### config.mk
export PLATFORM = sky130hd
export DESIGN_NAME = wregbank4
export DESIGN_NICKNAME = d
export VERILOG_FILES = /design/src/rtl/wregbank4_pkg.sv /design/src/rtl/waddr_dec2_4.sv /design/src/rtl/wregbank4.sv
export SDC_FILE = /design/constraint.sdc
export NUM_CORES = 1
export LEC_CHECK = 0
export ABC_AREA = 0
export CAP_MARGIN = 25
export CORE_AREA = 2 2 173 175
export CTS_BUF_LIST = sky130_fd_sc_hd__clkbuf_2 sky130_fd_sc_hd__clkbuf_4 sky130_fd_sc_hd__clkbuf_8
export DETAILED_ROUTE_END_ITERATION = 8
export DIE_AREA = 0 0 175 177
export PLACE_DENSITY_LB_ADDON = 0.2
export SYNTH_ARGS = -nofsm -noshare
export SYNTH_HDL_FRONTEND = slang
export SYNTH_HIERARCHICAL = 1
export SYNTH_SLANG_ARGS = --single-unit
### constraint.sdc
create_clock -name clk -period 1.7 [get_ports clk]
set_input_delay 0.255 -clock clk [delete_from_list [all_inputs] [get_ports clk]]
set_output_delay 0.255 -clock clk [all_outputs]
set_load 0.02 [all_outputs]
### src/rtl/wregbank4_pkg.sv
// wregbank4_pkg: constants and types shared by the general register bank
// write side (wregbank4) and the read-mux side.
//   DW    register data width
//   AW    register address width
//   NREG  number of registers (2^AW)
//   BEW   byte-enable width (DW/8)
//   state_e  write-side sequencer state {IDLE, CLEAR}
package wregbank4_pkg;

    localparam int DW   = 64;
    localparam int AW   = 2;
    localparam int NREG = 4;
    localparam int BEW  = DW / 8;

    typedef enum logic [0:0] {
        IDLE  = 1'b0,
        CLEAR = 1'b1
    } state_e;

endpackage : wregbank4_pkg

### src/rtl/waddr_dec2_4.sv
// waddr_dec2_4: 2-to-4 write-address decoder for the register bank.
//   addr  in  2  register index of the committing write
//   en    in  1  a write commits this cycle
//   we    out 4  one-hot write enable, all zero when en=0
module waddr_dec2_4 (
    input  logic [1:0] addr,
    input  logic       en,
    output logic [3:0] we
);

    // One-hot decode of the commit address, gated by en.
    always_comb begin
        we = 4'b0000;
        if (en) begin
            case (addr)
                2'd0:    we = 4'b0001;
                2'd1:    we = 4'b0010;
                2'd2:    we = 4'b0100;
                2'd3:    we = 4'b1000;
                default: we = 4'b0000;
            endcase
        end else begin
            we = 4'b0000;
        end
    end

endmodule : waddr_dec2_4

### src/rtl/wregbank4.sv
// wregbank4: write side of the four-entry general register bank.
// Byte-masked writes are accepted over valid/ready, staged for one cycle,
// then merged into R[addr]. A clear command zeroes R0..R3 one per cycle.
//   clk, rst_n          clock, asynchronous active-low reset
//   wr_valid/wr_ready   write request handshake (ready is combinational)
//   wr_addr/data/be     write target, data and byte enables
//   clr_req             single-cycle clear command
//   clr_busy            clear sequence running
//   wr_pend/_addr       staged write awaiting commit and its address
//   R0..R3              committed register contents
module wregbank4
    import wregbank4_pkg::*;
#(
    parameter int DW = wregbank4_pkg::DW,
    parameter int AW = wregbank4_pkg::AW
) (
    input  logic              clk,
    input  logic              rst_n,
    input  logic              wr_valid,
    output logic              wr_ready,
    input  logic [AW-1:0]     wr_addr,
    input  logic [DW-1:0]     wr_data,
    input  logic [DW/8-1:0]   wr_be,
    input  logic              clr_req,
    output logic              clr_busy,
    output logic              wr_pend,
    output logic [AW-1:0]     wr_pend_addr,
    output logic [DW-1:0]     R0,
    output logic [DW-1:0]     R1,
    output logic [DW-1:0]     R2,
    output logic [DW-1:0]     R3
);

    localparam int LBEW = DW / 8;

    state_e            state_q, state_d;
    logic [AW-1:0]     clr_idx_q, clr_idx_d;
    logic              pend_q, pend_d;
    logic [AW-1:0]     pend_addr_q, pend_addr_d;
    logic [DW-1:0]     pend_data_q, pend_data_d;
    logic [LBEW-1:0]   pend_be_q, pend_be_d;
    logic [DW-1:0]     regs_q [NREG];
    logic [DW-1:0]     regs_d [NREG];
    logic [NREG-1:0]   we_s;
    logic              accept_s;

    // Ready only depends on the sequencer state and the clear command so a
    // clear always wins over a same-cycle write.
    assign wr_ready = (state_q == IDLE) && !clr_req;
    assign accept_s = wr_valid && wr_ready;

    waddr_dec2_4 u_dec (
        .addr (pend_addr_q),
        .en   (pend_q),
        .we   (we_s)
    );

    // Stage register: holds exactly one accepted write for one cycle; the
    // address is forced to zero when nothing is staged.
    always_comb begin
        pend_d      = 1'b0;
        pend_addr_d = '0;
        pend_data_d = '0;
        pend_be_d   = '0;
        if (accept_s) begin
            pend_d      = 1'b1;
            pend_addr_d = wr_addr;
            pend_data_d = wr_data;
            pend_be_d   = wr_be;
        end else begin
            pend_d      = 1'b0;
            pend_addr_d = '0;
            pend_data_d = '0;
            pend_be_d   = '0;
        end
    end

    // Clear sequencer: IDLE -> CLEAR on clr_req, walk the index R0..R3,
    // then back to IDLE. clr_req is ignored while clearing.
    always_comb begin
        state_d   = state_q;
        clr_idx_d = clr_idx_q;
        case (state_q)
            IDLE: begin
                if (clr_req) begin
                    state_d   = CLEAR;
                    clr_idx_d = '0;
                end else begin
                    state_d   = IDLE;
                    clr_idx_d = clr_idx_q;
                end
            end
            CLEAR: begin
                if (clr_idx_q == AW'(NREG - 1)) begin
                    state_d   = IDLE;
                    clr_idx_d = '0;
                end else begin
                    state_d   = CLEAR;
                    clr_idx_d = clr_idx_q + AW'(1);
                end
            end
            default: begin
                state_d   = IDLE;
                clr_idx_d = '0;
            end
        endcase
    end

    // Register next-state: clear zeroing takes priority, otherwise the
    // decoded commit merges enabled bytes and the rest hold.
    always_comb begin
        for (int r = 0; r < NREG; r++) begin
            regs_d[r] = regs_q[r];
            if ((state_q == CLEAR) && (clr_idx_q == AW'(r))) begin
                regs_d[r] = '0;
            end else if (we_s[r]) begin
                for (int b = 0; b < LBEW; b++) begin
                    if (pend_be_q[b]) begin
                        regs_d[r][8*b +: 8] = pend_data_q[8*b +: 8];
                    end else begin
                        regs_d[r][8*b +: 8] = regs_q[r][8*b +: 8];
                    end
                end
            end else begin
                regs_d[r] = regs_q[r];
            end
        end
    end

    // State flops; asynchronous reset aborts any clear in progress.
    always_ff @(posedge clk or negedge rst_n) begin
        if (!rst_n) begin
            state_q     <= IDLE;
            clr_idx_q   <= '0;
            pend_q      <= 1'b0;
            pend_addr_q <= '0;
            pend_data_q <= '0;
            pend_be_q   <= '0;
            for (int r = 0; r < NREG; r++) begin
                regs_q[r] <= '0;
            end
        end else begin
            state_q     <= state_d;
            clr_idx_q   <= clr_idx_d;
            pend_q      <= pend_d;
            pend_addr_q <= pend_addr_d;
            pend_data_q <= pend_data_d;
            pend_be_q   <= pend_be_d;
            for (int r = 0; r < NREG; r++) begin
                regs_q[r] <= regs_d[r];
            end
        end
    end

    assign clr_busy     = (state_q == CLEAR);
    assign wr_pend      = pend_q;
    assign wr_pend_addr = pend_addr_q;
    assign R0           = regs_q[0];
    assign R1           = regs_q[1];
    assign R2           = regs_q[2];
    assign R3           = regs_q[3];

endmodule : wregbank4

Yosys cells after proc, flatten, opt, wreduce, memory -nomap -nowiden:

Index checks and enable logic that the tools add are counted.

* bitwise logic cells: 1
* add/sub/neg operators: 1
* reduce and logical (&&, ||, !) cells: 77
* equality and inequality tests: 7
* multiplexer cells: 28

Operator list (number)
* 64-bit two-way mux: 9
* 8-bit two-way mux: 9
* 2-bit nonzero test: 36
* 2-bit AND reduction: 32
* 4-bit case mux with 4 select lines: 1
* 2-bit == test (second input constant): 4
* 1-bit logical AND: 6
* 2-bit two-way mux: 3
* 2-bit by 1-bit == test with 1-bit output (second input constant): 2
* 2-bit zero test: 2
* 4-bit two-way mux: 1
* 2-bit case mux with 2 select lines: 1
* 1-bit two-way mux: 3
* 2-bit by 1-bit adder with 2-bit output (second input constant): 1
* 2-bit inequality test (second input constant): 1
* 1-bit case mux with 2 select lines: 1
* 1-bit zero test: 1
* 1-bit NOT: 1

* output and inout bits: 261
* register bits: 334
* input port bits: 78

Logic depth before layout (Yosys ltp):

Gate-level depths: netlist (run 1).

* depth in word-level cells: 5
* mapped depth: 6

Cells and area by module:

The synthesis (run 1) kept the hierarchy.

Modules (own cells, without submodules)
* wregbank4: sequential area each 8358.0 um2, cells an instance 1344, area an instance 15259.6 um2, instances 1
* waddr_dec2_4: sequential area each 0.0 um2, cells an instance 4, area an instance 37.5 um2, instances 1

Worst setup path after synthesis (run 1):

OpenSTA, ideal clock, no wires.

* kind: register -> register
* start point: reg pend_addr_q[0], in the netlist wr_pend_addr[0]
* end point: reg regs_q (netlist bit R0[0])
* stages on the path, launching flop included: 6
* setup time: 0.119 ns
* period minus slack after synthesis: 1.443 ns
* slack: 0.257 ns
* arrival time: 1.324 ns
* buffers on the path: 2
* cell sequence: dfrtp_1 > nor3b_2 > buf_4 > clkbuf_1 > a21bo_2 > a21oi_2

* longest elaborated chain between the ends: 5
* elaborated cells on any way between the ends: 8
* those cells by class: eq/ne (3); mux (2); reduce/logical (3)

Ends and longest elaborated chain
* start, declared: line wregbank4.sv:39 `logic [AW-1:0] pend_addr_q, pend_addr_d;`
* start signal, assigned: line wregbank4.sv:146 `pend_addr_q <= pend_addr_d;`
* 2-bit == test, or another cell as far along: line waddr_dec2_4.sv:15 `case (addr)`
* 4-bit case mux with 4 select lines (*): line waddr_dec2_4.sv:15
* 4-bit two-way mux (*): line waddr_dec2_4.sv:14 `if (en) begin`
* named net we_s[0]: line wregbank4.sv:44 `logic [NREG-1:0] we_s;`
* 2-bit nonzero test (no source line) (*)
* 2-bit AND reduction (no source line) (*)
* end signal, assigned by index: line wregbank4.sv:150 `regs_q[r] <= regs_d[r];`
* end, declared: line wregbank4.sv:42 `logic [DW-1:0] regs_q [NREG];`

The timed path passes the listed nets; every way through them passes the cells marked *.
A chain may end at the register's enable or synchronous reset.

Worst setup path in the final report (run 1):

* start point: reg state_q, in the netlist clr_busy
* end point: out wr_ready

* longest elaborated chain between the ends: 2

Ends and longest elaborated chain
* start, declared: line wregbank4.sv:36 `state_e state_q, state_d;`
* start signal, assigned: line wregbank4.sv:143 `state_q <= state_d;`
* 1-bit NOT
* 1-bit logical AND: line wregbank4.sv:49 `assign wr_ready = (state_q == IDLE) && !clr_req;`
* end, declared: line wregbank4.sv:20 `output logic wr_ready,`

No other way between the ends.

==> run_results.csv, run 1 <==
group,metric,value,unit
run_status,outcome,"completed",
clock_tree,htree_num_levels,2,
worst_setup_path,path_max_fanout,6,
run,maxCapViolCount,0,
sta,hold_violations,0,
worst_setup_path,critPathMaxStageDelay,0.44,ns
die,dieHeight,177,µm
synthesis,mappedNetlistNets,1430,
sta,timing.final.crit_share,95.34,%
sta,tightestPinTransition,0.3858,ns
worst_setup_path,setup.worst_path.class,"flip-flop to primary output",
worst_setup_path,crit_slowest_cell,"sky130_fd_sc_hd__dfrtp_2",
detailed_routing,wl_met1,17.35,mm
worst_setup_path,endpoint_kind,"primary output",
detailed_routing,drt_drc_violations_left,0,
sta,slew-limit-headroom,74.28,%
detailed_routing,detailedRoute.firstPassIterationCount,5,
sta,slew_viol_final,0,
detailed_routing,wl_met3,2.958,mm
worst_setup_path,worst-path-buf-inv,1,
sta,clock_skew,0.01856,ns
worst_setup_path,worstPathCellList,"nor2_1 > clkdlybuf4s15_2",
clock_tree,clkLatencyLatePin,0.57,ns
global_route,grt_start_max_net_pins,77,
die,fp.dieArea,30980,µm²
sta,final_count_of_negative_setup_slack_endpoints,0,
synthesis,synth_area,15300,µm²
clock_tree,clock-sinks,334,
synthesis,synth.distinct_cells,22,
synthesis,synth_area_leader_cell,"sky130_fd_sc_hd__dfrtp_1",
power_and_ir_drop,power_after_layout,0.01852,W
synthesis,top_cell_types_by_occurrence_after_synthesis,"sky130_fd_sc_hd__dfrtp_1 (334), sky130_fd_sc_hd__a21bo_2 (256), sky130_fd_sc_hd__nand3_1 (256), sky130_fd_sc_hd__a21oi_1 (194), sky130_fd_sc_hd__and2_1 (76)",
synthesis,yosys_register_bits,334,
clock_tree,clkTransAtPathRegs,0.06,ns
synthesis,number_of_enable_flip_flop_cells_after_synthesis,0,
synthesis,synth_sequential_area_ratio,54.64,%
synthesis,synth_area_per_cell,11.35,µm²
global_route,number_of_global_route_vias_before_repair,11190,
detailed_routing,detail_route.vias_per_cell,5.631,
synthesis,synth-async-reset-ratio,100.0,%
detailed_routing,dr.first_iter.drc_count,911,
global_route,grt_first_pass_wirelength,63.76,mm
die,initial_utilization,52.31,%
clock_tree,postCtsSetupRepairBufs,0,
sta,rsz0062_at_grt,"no",
sta,fin_crit,1.621,ns
sta,totalNegativeSetupSlack,0,ns
place,place.port_buffers,338,
die,num_io_pins,339,
global_route,grt_antenna_before_repair,3,
cells_and_area,relative_area_change_from_synthesis_to_final_layout,29.67,%
place,gp_congestion,0.8134,
synthesis,synth_ff_type,"sky130_fd_sc_hd__dfrtp_1",
power_and_ir_drop,power.static_leakage,9.965,nW
clock_tree,cts_tree,"yes",
worst_setup_path,critPathTopFamily,"flip-flops",
clock_tree,root_driver,"sky130_fd_sc_hd__clkbuf_8",
die,die_x,175,µm
detailed_routing,antenna_left,0,
synthesis,yosys.cell_count.top_type,"sky130_fd_sc_hd__dfrtp_1",
worst_setup_path,worst-endpoint-required,1.44,ns
die,coreArea,29240,µm²
cells_and_area,final_cell_area,19840,µm²
detailed_routing,num_vias,11650,
synthesis,yosys.area.top_type_share,54.64,%
cells_and_area,final_nets,1719,
place,dp_hpwl,25.89,mm
power_and_ir_drop,ir_drop,0.0007227,V
worst_setup_path,arrival,1.37,ns
clock_tree,number_of_buffers_created_by_cts,54,
detailed_routing,top_layer_used,"met5",
place,placedInstanceArea,18980,µm²
global_route,overflow,0,
detailed_routing,drt_wl_total,40.48,mm
cells_and_area,post_route_cells_drive_above_1_share,28.56,%
worst_setup_path,cp-start-kind,"flip-flop",
power_and_ir_drop,power_density,933.8,nW/µm²
detailed_routing,avgRoutedWirePerCell,19.57,µm
sta,maxClockFrequency,0.6170,GHz
synthesis,syn-instance-count,1348,
cells_and_area,num-fill-cells,2397,
die,rows,63,
global_route,grt.total_usage,26.02,%
synthesis,post_synth_main_area_contributors,"sky130_fd_sc_hd__dfrtp_1 (55%), sky130_fd_sc_hd__a21bo_2 (17%), sky130_fd_sc_hd__nand3_1 (8.4%)",
detailed_routing,routed-wl-met2,19.00,mm
hold_path,hp-class,"input port to asynchronous set/reset pin",
synthesis,synth-warning-count,6,
clock_tree,clock_tree_buf_depth,3,
-- kinds of logic (layout without fill, tap and decap cells) --
group	count (synthesis)	count (layout)	share of synthesized area (%)
and+or+nand+nor	343	343	12.07
adders and majority gates	4	4	0.3272
buffers and inverters	152	481	6.200
AOI/OAI and AO/OA	515	515	26.76
DFF	334	334	54.64
other	0	2	0
-- timing repair --
item / 4_1_cts / 5_1_grt
hold buffers: 1 / 0
endpoints found under the hold margin: 197 / 0
gates resized for setup: 265 / 4
setup endpoints to repair: 261 / 4
-- power by group --
group	total [W]	switching [W]	internal, W
combinational	0.00289	0.00204	0.000849
clock	0.00727	0.00304	0.00423
sequential	0.00836	0.000227	0.00814
-- final cells by class --
class	instances	area (µm²)	area share (%)
Inverter	3	11.26	0.05677
Tap cell	390	488.0	2.460
Timing Repair Buffer	382	3779	19.05
Multi-Input combinational cell	862	6017	30.33
Sequential cell	334	8368	42.19
Clock inverter	2	12.51	0.06308
Clock buffer	94	1156	5.828
Antenna cell	2	5.005	0.02523
-- layer usage --
layer | up-vias | GRT usage [%]
li1 | 5332 | -
met1 | 5789 | 36.38
met2 | 447 | 40.35
met3 | 78 | 5.949
met4 | 4 | 8.854
met5 | - | 0
-- path summary, 6_finish.rpt --
path | slack, ns | cells past startpoint | end | startpoint
max in group asynchronous | 0.84 | 3 | R2[42] | rst_n
worst min register to register | 0.58 | 2 | R0[25] | pend_data_q[25]
worst min-delay path | 0.16 | 2 | pend_data_q[4] | rst_n
min in group clk | 0.23 | 2 | pend_be_q[0] | wr_be[0]
worst max register to register | 0.15 | 4 | R1[17] | wr_pend_addr[1]
worst max-delay path | 0.08 | 2 | wr_ready | clr_busy
-- metrics by stage --
stage	std cells	util, %	hold WS (ns)	setup WS (ns)
after CTS	2067	67.84	0.1544	0.01496
after floorplan	1348	-	-0.04059	0.2566
after global placement	1970	64.91	0.1767	0.05897
final	2069	67.83	0.1623	0.07927
after detailed placement	1970	64.91	0.1817	0.06496
after global routing	2068	67.82	0.1732	0.002412
-- sequential cells by signal, summed over array words and instances (netlist names) --
name,flops
pend_be_q,8
R0,64
R1,64
wr_pend,1
clr_idx_q,2
clr_busy,1
wr_pend_addr,2
R2,64
pend_data_q,64
R3,64
-- cells in the final DEF (no fill, tap or decap), types with 3 or more instances in the layout --
cell type	count
sky130_fd_sc_hd__dfrtp_1	326
sky130_fd_sc_hd__dlygate4sd2_1	257
sky130_fd_sc_hd__nand3_1	256
sky130_fd_sc_hd__a21bo_2	256
sky130_fd_sc_hd__a21oi_1	194
sky130_fd_sc_hd__clkdlybuf4s50_1	76
sky130_fd_sc_hd__and2_1	74
sky130_fd_sc_hd__clkbuf_8	72
sky130_fd_sc_hd__a21oi_2	62
sky130_fd_sc_hd__buf_12	31
sky130_fd_sc_hd__clkbuf_4	22
sky130_fd_sc_hd__buf_4	12
sky130_fd_sc_hd__dfrtp_2	8
sky130_fd_sc_hd__ha_1	4
sky130_fd_sc_hd__inv_1	3
Note: power is estimated with default switching activity, not from simulation.
==> run 2, diff against run 1 <==
--- a/config.mk
+++ b/config.mk
@@ -16,3 +16,4 @@
 export SYNTH_HDL_FRONTEND = slang
 export SYNTH_HIERARCHICAL = 1
 export SYNTH_SLANG_ARGS = --single-unit
+export TNS_END_PERCENT = 20
==> results of run 2 <==
No change in the layout: final DEF, timing and power equal those of run 1.
==> run 3, diff against run 2 <==
--- a/config.mk
+++ b/config.mk
@@ -7,10 +7,11 @@
 export LEC_CHECK = 0
 export ABC_AREA = 0
 export CAP_MARGIN = 25
-export CORE_AREA = 2 2 173 175
+export CORE_AREA = 2 2 170 172
 export CTS_BUF_LIST = sky130_fd_sc_hd__clkbuf_2 sky130_fd_sc_hd__clkbuf_4 sky130_fd_sc_hd__clkbuf_8
+export CTS_CLUSTER_SIZE = 40
 export DETAILED_ROUTE_END_ITERATION = 8
-export DIE_AREA = 0 0 175 177
+export DIE_AREA = 0 0 172 174
 export PLACE_DENSITY_LB_ADDON = 0.2
 export SYNTH_ARGS = -nofsm -noshare
 export SYNTH_HDL_FRONTEND = slang
==> constraint.sdc (replaced) <==
create_clock -name clk -period 1.9 [get_ports clk]
set_input_delay 0.285 -clock clk [delete_from_list [all_inputs] [get_ports clk]]
set_output_delay 0.285 -clock clk [all_outputs]
set_load 0.02 [all_outputs]
==> run 3 against run 2 <==
Core utilization grew 3.8 points. First-iteration DRC count grew 1.9%. Final cell count is 0.14% lower. Largest cell class unchanged. Worst hold slack better by 0.067 ns. Critical endpoint is now R1[34]. Flip-flop and latch count unchanged.
==> run_results.csv, run 3 (synthesis gave the netlist of run 1 again) <==
group,metric,value,unit
place,place.port_buffers,338,
detailed_routing,routed-wl-met2,19.22,mm
detailed_routing,num_vias,11650,
global_route,overflow,0,
run_status,outcome,"completed",
worst_setup_path,endpoint_kind,"primary output",
clock_tree,clock-sinks,334,
sta,maxClockFrequency,0.5357,GHz
power_and_ir_drop,ir_drop,0.0006409,V
sta,fin_crit,1.867,ns
sta,slew-limit-headroom,57.19,%
worst_setup_path,critPathMaxStageDelay,0.63,ns
detailed_routing,drt_wl_total,40.92,mm
worst_setup_path,worst-endpoint-required,1.62,ns
hold_path,hp-class,"input port to asynchronous set/reset pin",
worst_setup_path,worstPathCellList,"clkdlybuf4s50_1",
clock_tree,root_driver,"sky130_fd_sc_hd__clkbuf_8",
detailed_routing,drt_drc_violations_left,0,
worst_setup_path,critPathTopFamily,"buffers and inverters",
clock_tree,clkTransAtPathRegs,0.06,ns
worst_setup_path,setup.worst_path.class,"flip-flop to primary output",
place,gp_congestion,0.8242,
place,dp_worst_setup_slack,0.1711,ns
clock_tree,clkLatencyLatePin,0.57,ns
detailed_routing,wl_met3,3.206,mm
cells_and_area,relative_area_change_from_synthesis_to_final_layout,32.31,%
power_and_ir_drop,power.static_leakage,9.370,nW
detailed_routing,avgRoutedWirePerCell,19.81,µm
die,rows,62,
worst_setup_path,crit_slowest_cell,"sky130_fd_sc_hd__clkdlybuf4s50_1",
sta,tightestPinTransition,0.6421,ns
detailed_routing,detail_route.vias_per_cell,5.638,
clock_tree,number_of_buffers_created_by_cts,54,
sta,setup_slack,0.03344,ns
sta,hold-worst-slack,0.2289,ns
global_route,grt_antenna_before_repair,4,
clock_tree,postCtsSetupRepairBufs,0,
sta,clock_skew,0.01529,ns
place,dp_hpwl,26.17,mm
global_route,grt_start_max_net_pins,85,
clock_tree,clock_tree_buf_depth,3,
global_route,number_of_global_route_vias_before_repair,11640,
detailed_routing,wl_met1,16.89,mm
clock_tree,cts_tree,"yes",
worst_setup_path,path_max_fanout,2,
detailed_routing,dr.first_iter.drc_count,928,
cells_and_area,mostFrequentLayoutCells,"sky130_fd_sc_hd__dfrtp_1 (328), sky130_fd_sc_hd__clkdlybuf4s50_1 (291), sky130_fd_sc_hd__nand3_1 (256), sky130_fd_sc_hd__a21bo_2 (256), sky130_fd_sc_hd__a21oi_1 (194)",
die,dieHeight,174,µm
detailed_routing,top_layer_used,"met5",
detailed_routing,antenna_left,0,
sta,slew_viol_final,0,
worst_setup_path,cp-start-kind,"flip-flop",
worst_setup_path,worst-path-buf-inv,1,
cells_and_area,layout.cells.most_common,"sky130_fd_sc_hd__dfrtp_1",
run,maxCapViolCount,0,
power_and_ir_drop,power_density,821.0,nW/µm²
cells_and_area,num-fill-cells,2124,
die,fp.dieArea,29930,µm²
sta,timing.final.crit_share,98.24,%
clock_tree,htree_num_levels,2,
worst_setup_path,arrival,1.58,ns
global_route,grt.total_usage,27.36,%
sta,final_count_of_negative_setup_slack_endpoints,0,
sta,hold_violations,0,
die,initial_utilization,54.17,%
global_route,grt_first_pass_wirelength,64.22,mm
detailed_routing,detailedRoute.firstPassIterationCount,4,
die,die_x,172,µm
die,num_io_pins,339,
cells_and_area,final_nets,1723,
cells_and_area,post_route_cells_drive_above_1_share,28.44,%
die,coreArea,28240,µm²
[run 3: changes by cell type in the layout (fill, tap and decap cells not counted), sizes merged, moves of 2 or more]
cell,before,now
buf,44,48
clkdlybuf4s15,2,0
dlygate4sd2,257,17
clkbuf,96,94
clkdlybuf4s50,76,291
dlymetal6s2s,0,29
[run 3: per-stage QoR]
stage                     setup TNS [ns]  utilization (%)  total power [W]  cells  instance area (µm²)
after global placement                 0            67.30          0.01019   1968                19000
after global routing            -0.01164            71.67          0.01725   2065                20240
final                                  0            71.68          0.01662   2066                20240
after floorplan                        0                -         0.009336   1348                15300
after CTS                              0            71.41          0.01674   2065                20160
after detailed placement               0            67.30          0.01023   1968                19000
[run 3: final cells by class]
class,count,area (µm²),share of cell area (%)
Clock buffer,94,1162,5.743
Antenna cell,1,2.502,0.01236
Tap cell,384,480.5,2.374
Sequential cell,334,8366,41.33
Inverter,3,11.26,0.05564
Clock inverter,2,10.01,0.04946
Timing Repair Buffer,386,4190,20.70
Multi-Input combinational cell,862,6017,29.73
[run 3: worst paths after layout]
path / from / endpoint / slack, ns / cells past startpoint
worst min register to register: clr_idx_q[0] / clr_idx_q[0] / 0.56 / 1
worst min-delay path: rst_n / pend_data_q[20] / 0.23 / 2
max in group asynchronous: rst_n / R2[53] / 0.92 / 4
worst max-delay path: R1[34] / R1[34] / 0.03 / 1
min in group clk: wr_be[7] / pend_be_q[7] / 0.26 / 2
worst max register to register: wr_pend_addr[0] / R2[63] / 0.26 / 4
[run 3: what timing repair did]
item                                    CTS  global route
hold buffers                              1             0
endpoints found under the hold margin   147             0
endpoints found under the setup margin   17            29
resized for setup                        17            29
[run 3: routing by layer]
metal | vias to the layer above | global-route usage, %
li1 | 5330 | -
met1 | 5748 | 36.92
met2 | 460 | 42.57
met3 | 104 | 6.831
met4 | 6 | 10.99
met5 | - | 0
[run 3: where the power goes]
| part | total, W | switching [W] | internal [W] |
|---|---|---|---|
| combinational | 0.00256 | 0.00181 | 0.000751 |
| clock | 0.00654 | 0.00274 | 0.00380 |
| sequential | 0.00752 | 0.000245 | 0.00728 |
| total | 0.0166 | 0.00479 | 0.0118 |
